### config.mk
export PLATFORM = sky130hd
export DESIGN_NAME = example01_y_pulse_logger_flat
export DESIGN_NICKNAME = d
export VERILOG_FILES = /design/src/rtl/example01_y_pulse_logger_if.sv /design/src/rtl/example01_y_pulse_logger.sv /design/src/flat_wrapper.sv
export SDC_FILE = /design/constraint.sdc
export NUM_CORES = 1
export LEC_CHECK = 0
export ABC_AREA = 1
export BUFFER_PORTS_ARGS = -buffer_cell sky130_fd_sc_hd__buf_2
export CORE_AREA = 2 2 91 84
export CTS_CLUSTER_DIAMETER = 30
export DETAILED_ROUTE_END_ITERATION = 16
export DIE_AREA = 0 0 93 86
export PLACE_DENSITY = 0.81
export REMOVE_ABC_BUFFERS = 1
export SETUP_SLACK_MARGIN = 0.15
export SYNTH_ARGS = -nofsm -noshare
export SYNTH_HDL_FRONTEND = slang
export SYNTH_SLANG_ARGS = --single-unit
### constraint.sdc
create_clock -name clk -period 5.15 [get_ports clk]
set_clock_uncertainty 0.05 [all_clocks]
set_input_delay 1.03 -clock clk [delete_from_list [all_inputs] [get_ports clk]]
set_output_delay 1.03 -clock clk [all_outputs]
set_load 0.01 [all_outputs]
### src/rtl/example01_y_pulse_logger_if.sv
// example01_y_pulse_logger_if: valid/ready stream of pulse-width records
//   out_valid  master->slave  head record present
//   out_width  master->slave  head record: pulse width in cycles
//   out_ready  slave->master  consumer accepts the head record
interface example01_y_pulse_logger_if #(parameter int CNT_W = 8);
    logic             out_valid;
    logic             out_ready;
    logic [CNT_W-1:0] out_width;
    modport master(output out_valid, out_width, input out_ready);
    modport slave(input out_valid, out_width, output out_ready);
endinterface

### src/rtl/example01_y_pulse_logger.sv
// example01_y_pulse_logger: synchronises Y, measures its high pulses, queues width records
//   clk, rst       clock and asynchronous active-high reset
//   y_in           asynchronous Y input
//   clear          synchronous clear of FIFO, counters, overflow and FSM
//   rec            record stream (out_valid/out_width out, out_ready in)
//   rise_count     saturating count of y_sync rising edges
//   glitch_count   saturating count of pulses shorter than MIN_WIDTH
//   overflow       sticky: a record was dropped on a full FIFO
//   y_sync         synchronised Y
module example01_y_pulse_logger #(
    parameter int CNT_W      = 8,
    parameter int FIFO_DEPTH = 4,
    parameter int MIN_WIDTH  = 2,
    parameter int RISE_W     = 16
) (
    input  logic                                clk,
    input  logic                                rst,
    input  logic                                y_in,
    input  logic                                clear,
    example01_y_pulse_logger_if.master          rec,
    output logic [RISE_W-1:0]                   rise_count,
    output logic [7:0]                          glitch_count,
    output logic                                overflow,
    output logic                                y_sync
);
    localparam int AW = $clog2(FIFO_DEPTH);
    typedef enum logic [1:0] {IDLE, HIGH, DISCARD} state_t;
    state_t           state;
    logic             y_meta, y_prev;
    logic [CNT_W-1:0] width;
    logic [CNT_W-1:0] mem [FIFO_DEPTH];
    logic [AW-1:0]    rd_ptr, wr_ptr, rd_next;
    logic [AW:0]      cnt, cnt_next;
    logic             rise, fin, push, pop, full, accept;
    assign rise     = y_sync & ~y_prev;
    assign fin      = state == HIGH && !y_sync;
    assign push     = fin && width >= CNT_W'(MIN_WIDTH);
    assign pop      = rec.out_valid & rec.out_ready;
    assign full     = cnt == (AW+1)'(FIFO_DEPTH);
    // a full FIFO still accepts when the head leaves in the same cycle
    assign accept   = push && (!full || pop);
    assign rd_next  = rd_ptr + AW'(pop);
    assign cnt_next = cnt + (AW+1)'(accept) - (AW+1)'(pop);
    // synchroniser and edge history are deliberately untouched by clear
    always_ff @(posedge clk or posedge rst) begin
        if (rst) {y_meta, y_sync, y_prev} <= '0;
        else {y_meta, y_sync, y_prev} <= {y_in, y_meta, y_sync};
    end
    always_ff @(posedge clk) begin
        if (accept && !clear) mem[wr_ptr] <= width;
    end
    always_ff @(posedge clk or posedge rst) begin
        if (rst) begin
            state         <= IDLE;
            width         <= '0;
            rd_ptr        <= '0;
            wr_ptr        <= '0;
            cnt           <= '0;
            rec.out_valid <= 1'b0;
            rec.out_width <= '0;
            rise_count    <= '0;
            glitch_count  <= '0;
            overflow      <= 1'b0;
        end else if (clear) begin
            state         <= y_sync ? DISCARD : IDLE;
            width         <= '0;
            rd_ptr        <= '0;
            wr_ptr        <= '0;
            cnt           <= '0;
            rec.out_valid <= 1'b0;
            rise_count    <= '0;
            glitch_count  <= '0;
            overflow      <= 1'b0;
        end else begin
            if (rise && rise_count != '1) rise_count <= rise_count + RISE_W'(1);
            if (fin && !push && glitch_count != 8'hff) glitch_count <= glitch_count + 8'd1;
            if (push && !accept) overflow <= 1'b1;
            if (accept) wr_ptr <= wr_ptr + AW'(1);
            rd_ptr        <= rd_next;
            cnt           <= cnt_next;
            rec.out_valid <= cnt_next != '0;
            // when the FIFO is empty after any pop, the new head is the record being pushed
            if (cnt_next != '0) rec.out_width <= (cnt == (AW+1)'(pop)) ? width : mem[rd_next];
            case (state)
                IDLE: begin
                    if (y_sync) begin
                        state <= HIGH;
                        width <= CNT_W'(1);
                    end
                end
                HIGH: begin
                    if (!y_sync) state <= IDLE;
                    else if (width != '1) width <= width + CNT_W'(1);
                end
                DISCARD: if (!y_sync) state <= IDLE;
                default: state <= IDLE;
            endcase
        end
    end
endmodule

### src/flat_wrapper.sv
// flat-port wrapper written by rule: the top's interface ports become plain ports
module example01_y_pulse_logger_flat 
#(
    parameter int CNT_W      = 8,
    parameter int FIFO_DEPTH = 4,
    parameter int MIN_WIDTH  = 2,
    parameter int RISE_W     = 16
)
  (clk, rst, y_in, clear, rise_count, glitch_count, overflow, y_sync, rec_out_valid, rec_out_width, rec_out_ready);
  example01_y_pulse_logger_if #(.CNT_W(CNT_W)) rec_i ();
  input  logic clk;
  input  logic rst;
  input  logic y_in;
  input  logic clear;
  output logic [RISE_W-1:0] rise_count;
  output logic [7:0] glitch_count;
  output logic overflow;
  output logic y_sync;
  output wire logic [$bits(rec_i.out_valid)-1:0] rec_out_valid;
  output wire logic [$bits(rec_i.out_width)-1:0] rec_out_width;
  input wire logic [$bits(rec_i.out_ready)-1:0] rec_out_ready;
  assign rec_out_valid = rec_i.out_valid;
  assign rec_out_width = rec_i.out_width;
  assign rec_i.out_ready = rec_out_ready;
  example01_y_pulse_logger #(.CNT_W(CNT_W), .FIFO_DEPTH(FIFO_DEPTH), .MIN_WIDTH(MIN_WIDTH), .RISE_W(RISE_W)) u_core (.clk(clk), .rst(rst), .y_in(y_in), .clear(clear), .rec(rec_i), .rise_count(rise_count), .glitch_count(glitch_count), .overflow(overflow), .y_sync(y_sync));
endmodule
==> flow_summary_export.csv, run 1 <==
group,metric,value,unit
layout,stdcell_count,676,
routing,ant_nets,0,
synthesis,synth-edff-count,32,
worst_setup_path,r2r-start,"u_core.state[1]",
grt,grt_max_degree,55,
synthesis,ys_types,30,
grt,grt-ovfl-total,0,
cts,htreeDepth,3,
placed_design,dpl.cell_count,660,
worst_setup_path,setup.worst_path.end_class,"flip-flop",
placed_design,dpl.hpwl,6321,µm
timing,rsz0062_at_grt,"no",
layout,final_area,4886,µm²
cts,cts_made_buffers,9,
layout,area_delta_synth_final,10.84,%
synthesis,avgSynthCellArea,8.178,µm²
timing,finalSetupTns,0,ns
timing,post-route-period-util,57.07,%
worst_setup_path,reg2reg_depth,15,
synthesis,synth_compound_area_share,3.690,%
routing,wl_per_cell,13.64,µm
grt,grt_usage,25.13,%
timing,hold_viol_final,0,
synthesis,ys.flop_type,"dfrtp_1",
run,maxCapViolations,0,
min_path,hold_class,"reg -> reg",
cts,cts_hold_buf,0,
cts,path_clk_slew,0.08,ns
layout,fillers,577,
worst_setup_path,arrival,3.18,ns
synthesis,async_reset_ff_share,62.79,%
routing,first_iter_violations,286,
pwr,peakVddDrop,0.1458,mV
cts,clockBufferDepth,2,
pwr,leakage,2.414,nW
floorplanning,die_w,93,µm
synthesis,synthXorXnorAreaFrac,2.980,%
floorplanning,start_util,63.27,%
layout,diodes,0,
cts,cts_tree,"done",
synthesis,synth_seq_cells,86,
cts,clock_sinks,86,
min_path,worstHoldStart,"u_core.y_meta",
layout,seq_area,2312,µm²
timing,timing_max_transition_violations_final,0,
placed_design,dpl_cell_area,4661,µm²
cts,cts_root_buf,"clkbuf_8",
synthesis,synth_top_family_by_area,"simple AND/OR/NAND/NOR gates",
pwr,cellPowerDensity,350.4,nW/µm²
synthesis,synth_area,4408,µm²
worst_setup_path,cp_max_fo,8,
layout,multi_input_area,1822,µm²
timing,tightestPinTransition,1.124,ns
cts,clk-insertion-delay-late,0.36,ns
floorplanning,dieArea,7998,µm²
routing,dr_total_vias,3564,
timing,fin_crit,2.939,ns
worst_setup_path,rr_endpoint,"u_core.rec.out_width[3]",
timing,fin_hold_ws,0.3100,ns
timing,setup_viol,0,
timing,clock.fmax,0.3403,GHz
timing,worst_slack,2.211,ns
layout,nNetsFinal,597,
timing,relSlewSlack,24.93,%
worst_setup_path,cp_data_required_time,5.39,ns
status,status,"finished, final reports clean",
synthesis,synthAdderAreaFrac,4.144,%
routing,viasPerCell,5.272,
grt,grt_antenna_before_repair,0,
cts,post_cts_buffers,0,
floorplanning,rows,29,
placed_design,io_buffers,39,
floorplanning,io_pins,40,
routing,drt-total-wl,9220,µm
worst_setup_path,crit_type,"reg -> reg",
worst_setup_path,startpoint_type,"flip-flop",
routing,drc,0,
routing,dr.pass1.iters,5,
synthesis,yosysSeqAreaShare,52.46,%
placed_design,dp_slack,2.000,ns
pwr,total_power,1.712,mW
min_path,holdPathEnd,"u_core.y_sync",
floorplanning,die_y,86,µm
placed_design,gp_congestion,0.8974,
layout,drive_gt1_share,11.66,%
grt,first_global_vias,3390,
synthesis,ys_warn_count,0,
layout,fin_util,70.13,%
synthesis,synth-simple-area-share,30.51,%
synthesis,synth_mux_area_share,0,%
min_path,holdPathStages,0,
worst_setup_path,reg2reg_slack,2.21,ns
cts,cts_resized,0,
grt,grt_pass1_wl,15880,µm
synthesis,synthCells,539,
floorplanning,coreArea,6967,µm²
-- placed cells by master (no fill, tap or decap), types with 13 or more instances in the layout --
| cell type | netlist | layout |
|---|---|---|
| ha_1 | 13 | 13 |
| nand2_1 | 215 | 215 |
| dfrtp_1 | 54 | 54 |
| inv_1 | 52 | 51 |
| nand3_1 | 29 | 29 |
| nor2_1 | 53 | 53 |
| buf_2 | 8 | 39 |
| nand4_1 | 20 | 20 |
| xor2_1 | 14 | 14 |
| o21ai_0 | 13 | 13 |
| edfxtp_1 | 32 | 32 |
-- sequential cells by signal, indices dropped and copies added, names as in the netlist --
register and cells:
u_core.cnt 3, u_core.glitch_count 8, u_core.mem 32, u_core.overflow 1, u_core.rd_ptr 2, u_core.rec.out_valid 1, u_core.rec.out_width 8, u_core.rise_count 16
u_core.state 2, u_core.width 8, u_core.wr_ptr 2, u_core.y_meta 1, u_core.y_prev 1, u_core.y_sync 1
-- cells by family after synthesis --
| group | after synthesis |
|---|---|
| buffers and inverters | 67 |
| and+or+nand+nor | 327 |
| AOI/OAI and AO/OA | 30 |
| xor gates and xnor gates | 15 |
| DFF | 86 |
| adders and majority gates | 14 |
-- critical path: stages (launching register included) --
cell and delay, ns:
dfrtp_1 0.39, inv_1 0.08, ha_1 0.19, inv_1 0.08
nor2_1 0.36, nand3_1 0.16, inv_1 0.14, ha_1 0.17
inv_1 0.06, fa_1 0.55, inv_1 0.04, nor2_1 0.15
nand2_1 0.07, nand2_1 0.21, nand2_1 0.09, nand2_1 0.08
-- final cells by class --
| cell class | count | area share, % |
|---|---|---|
| flip-flops and latches | 86 | 47.32 |
| multi-input cells | 386 | 37.29 |
| clock buffers | 15 | 4.507 |
| inverters | 55 | 4.251 |
| repair buffers | 40 | 4.149 |
| well taps | 93 | 2.382 |
| clock inverters | 1 | 0.1024 |
-- metal layers --
layer	routed length, µm	global-route usage, %
met5	0	0
met4	71	6.283
met3	405	5.360
met2	4403	40.38
met1	4340	35.33
-- synthesized netlist by cell type (all sizes together), types with 5 or more instances --
library cell	n	area share, %
nand2	217	19
nor2	56	5.1
dfrtp	54	31
inv	54	4.6
edfxtp	32	22
nand3	30	3.5
o21ai	23	2.7
nand4	20	2.8
xor2	14	2.8
ha	13	3.7
buf	11	1.4
a21oi	5	0.65
-- worst max-delay path by stage --
stage | cells after the start | start | endpoint | slack (ns)
floorplan | 13 | rec_out_ready | u_core.rec.out_width[0] | 2.33
global placement | 14 | rec_out_ready | u_core.rec.out_width[3] | 2.14
detailed placement | 14 | rec_out_ready | u_core.rec.out_width[4] | 2.00
CTS | 15 | u_core.state[1] | u_core.rec.out_width[3] | 2.23
global route | 15 | u_core.state[1] | u_core.rec.out_width[3] | 1.96
finish | 15 | u_core.state[1] | u_core.rec.out_width[3] | 2.21
-- power by group --
group | leakage, nW | internal [mW] | switching (mW)
Combinational | 1.29 | 0.131 | 0.288
Clock | 0.115 | 0.277 | 0.235
Sequential | 1.01 | 0.753 | 0.0294
(Power assumes the default switching activity.)
==> run 2: changes to the inputs <==
--- a/config.mk
+++ b/config.mk
@@ -7,11 +7,11 @@
 export LEC_CHECK = 0
 export ABC_AREA = 1
 export BUFFER_PORTS_ARGS = -buffer_cell sky130_fd_sc_hd__buf_2
-export CORE_AREA = 2 2 91 84
+export CORE_AREA = 2 2 99 91
 export CTS_CLUSTER_DIAMETER = 30
 export DETAILED_ROUTE_END_ITERATION = 16
-export DIE_AREA = 0 0 93 86
-export PLACE_DENSITY = 0.81
+export DIE_AREA = 0 0 101 93
+export PLACE_DENSITY = 0.73
 export REMOVE_ABC_BUFFERS = 1
 export SETUP_SLACK_MARGIN = 0.15
 export SYNTH_ARGS = -nofsm -noshare
==> constraint.sdc (replaced) <==
create_clock -name clk -period 2.39 [get_ports clk]
set_clock_uncertainty 0.05 [all_clocks]
set_input_delay 0.478 -clock clk [delete_from_list [all_inputs] [get_ports clk]]
set_output_delay 0.478 -clock clk [all_outputs]
set_load 0.01 [all_outputs]
==> run 2 against run 1 <==
Effect of this change: cell count up 8.1%; total power up 130%; sequential share of layout area down 4.0 points; critical path depth unchanged; critical path type unchanged; critical endpoint is now u_core.rec.out_width[7].
==> flow_summary_export.csv, run 2 (synthesis results as in run 1) <==
group,metric,value,unit
status,status,"finished, final reports clean",
worst_setup_path,slowest_delay,0.58,ns
cts,cts_root_buf,"clkbuf_8",
timing,relSlewSlack,71.99,%
placed_design,dp_slack,-0.1559,ns
grt,first_global_vias,3623,
layout,diodes,0,
layout,final_common_cell,"nand2_1",
placed_design,gp_congestion,0.8493,
layout,drive_gt1_share,21.14,%
worst_setup_path,setup.worst_path.end_class,"flip-flop",
timing,hold_viol_final,0,
worst_setup_path,path_common_cell,"inv_2",
cts,clk-insertion-delay-late,0.36,ns
layout,largest_reg_flops,32,
floorplanning,die_w,101,µm
cts,clockBufferDepth,2,
routing,viasPerCell,5.198,
cts,htreeDepth,3,
layout,reg.largest.list,"u_core.mem: 32 flops, u_core.rise_count: 16 flops",
timing,clock.fmax,0.4318,GHz
grt,grt_max_degree,55,
worst_setup_path,cp_max_fo,8,
floorplanning,rows,32,
worst_setup_path,crit_slowest_cell,"fa_2",
timing,tightestPinTransition,0.4196,ns
timing,rsz0062_at_grt,"yes",
floorplanning,start_util,52.43,%
routing,drc,0,
cts,cts_hold_buf,0,
worst_setup_path,crit_type,"reg -> reg",
routing,drt-total-wl,10300,µm
layout,mostFrequentLayoutCells,"213 x nand2_1, 54 x dfrtp_1, 51 x nor2_1",
floorplanning,dieArea,9393,µm²
placed_design,io_buffers,39,
floorplanning,io_pins,40,
cts,path_clk_slew,0.09,ns
min_path,hold_class,"in -> async",
timing,fin_crit,2.316,ns
floorplanning,coreArea,8408,µm²
worst_setup_path,arrival,2.56,ns
routing,dr_total_vias,3800,
placed_design,dpl_cell_area,4917,µm²
cts,cts_tree,"done",
pwr,cellPowerDensity,732.6,nW/µm²
timing,worst_slack,0.07385,ns
layout,area_delta_synth_final,20.98,%
worst_setup_path,crit_path_cell_trace,"inv_2 -> ha_4 -> inv_2 -> nor2_4 -> nand3_2 -> inv_2 -> ha_4 -> inv_2 -> fa_2 -> inv_2 -> nor2_4 -> nand2_1 -> nand2_4 -> nand2_1 -> nand2_1",
routing,dr.pass1.iters,5,
grt,grt_pass1_wl,17020,µm
cts,clock_sinks,86,
pwr,peakVddDrop,0.3876,mV
layout,nNetsFinal,643,
floorplanning,die_y,93,µm
run,maxCapViolations,0,
timing,setup_viol,0,
placed_design,dpl.hpwl,6798,µm
worst_setup_path,startpoint_type,"flip-flop",
timing,post-route-period-util,96.91,%
pwr,leakage,2.634,nW
routing,first_iter_violations,252,
routing,ant_nets,0,
cts,cts_made_buffers,9,
routing,wl_per_cell,14.10,µm
grt,grt-ovfl-total,0,
worst_setup_path,cp_data_required_time,2.63,ns
grt,grt_antenna_before_repair,0,
layout,top_register,"u_core.mem",
layout,final_area,5333,µm²
timing,timing_max_transition_violations_final,0,
grt,grt_usage,23.07,%
## run 2: area by class of cell
cell class / instances / area (µm²)
clock buffers: 14 / 172.7
clock inverters: 2 / 13.76
fillers: 689 / 3075
inverters: 55 / 210.2
multi-input cells: 388 / 1936
flip-flops and latches: 86 / 2312
well taps: 102 / 127.6
repair buffers: 84 / 560.5
## run 2: worst max-delay path: cells and delay by family, from the launching register on
family	cells	cell delay, ns
buf+inv	5	0.30
simple gates	7	0.65
flops	1	0.40
fa+ha+maj	3	0.83
## run 2: layer usage
layer | track usage (%) | wire [µm] | vias to the layer above
met2 | 36.17 | 4928 | 103
li1 | - | - | 1877
met5 | 0 | 0 | -
met4 | 7.658 | 97 | 0
met1 | 31.85 | 4777 | 1810
met3 | 5.306 | 501 | 10
## run 2: per-stage QoR
step	util, %	setup TNS, ns	hold slack (ns)	total power [mW]	instances
2_1_floorplan	-	-0.1824	0.2812	2.348	527
3_3_place_gp	58.48	-0.4561	0.2930	2.684	700
3_5_place_dp	58.48	-1.190	0.2893	2.708	700
4_1_cts	62.53	0	0.1028	3.859	726
5_1_grt	63.42	-0.3149	0.1050	4.158	731
6_report	63.42	0	0.1015	3.906	731
## run 2: final timing paths
check	start	endpoint	slack, ns	cells after the start
max	u_core.state[1]	u_core.rec.out_width[7]	0.07	15
min	rst	u_core.glitch_count[1]	0.10	3
max reg2reg	u_core.state[1]	u_core.rec.out_width[7]	0.07	15
min reg2reg	u_core.y_meta	u_core.y_sync	0.31	0
max in group asynchronous	rst	u_core.rise_count[0]	1.94	3
min in group clk	y_in	u_core.y_meta	0.18	1
## run 2: timing repair
item                                    CTS  global route
endpoints found under the setup margin   10            18
pin swaps                                12             9
gates cloned                              1             1
buffers inserted                          9             4
gates resized for setup                  20            13
## run 2: where the power goes
group / switching, mW / internal, mW
combinational: 0.767 / 0.496
clock: 0.497 / 0.465
sequential: 0.0591 / 1.62
total: 1.32 / 2.58
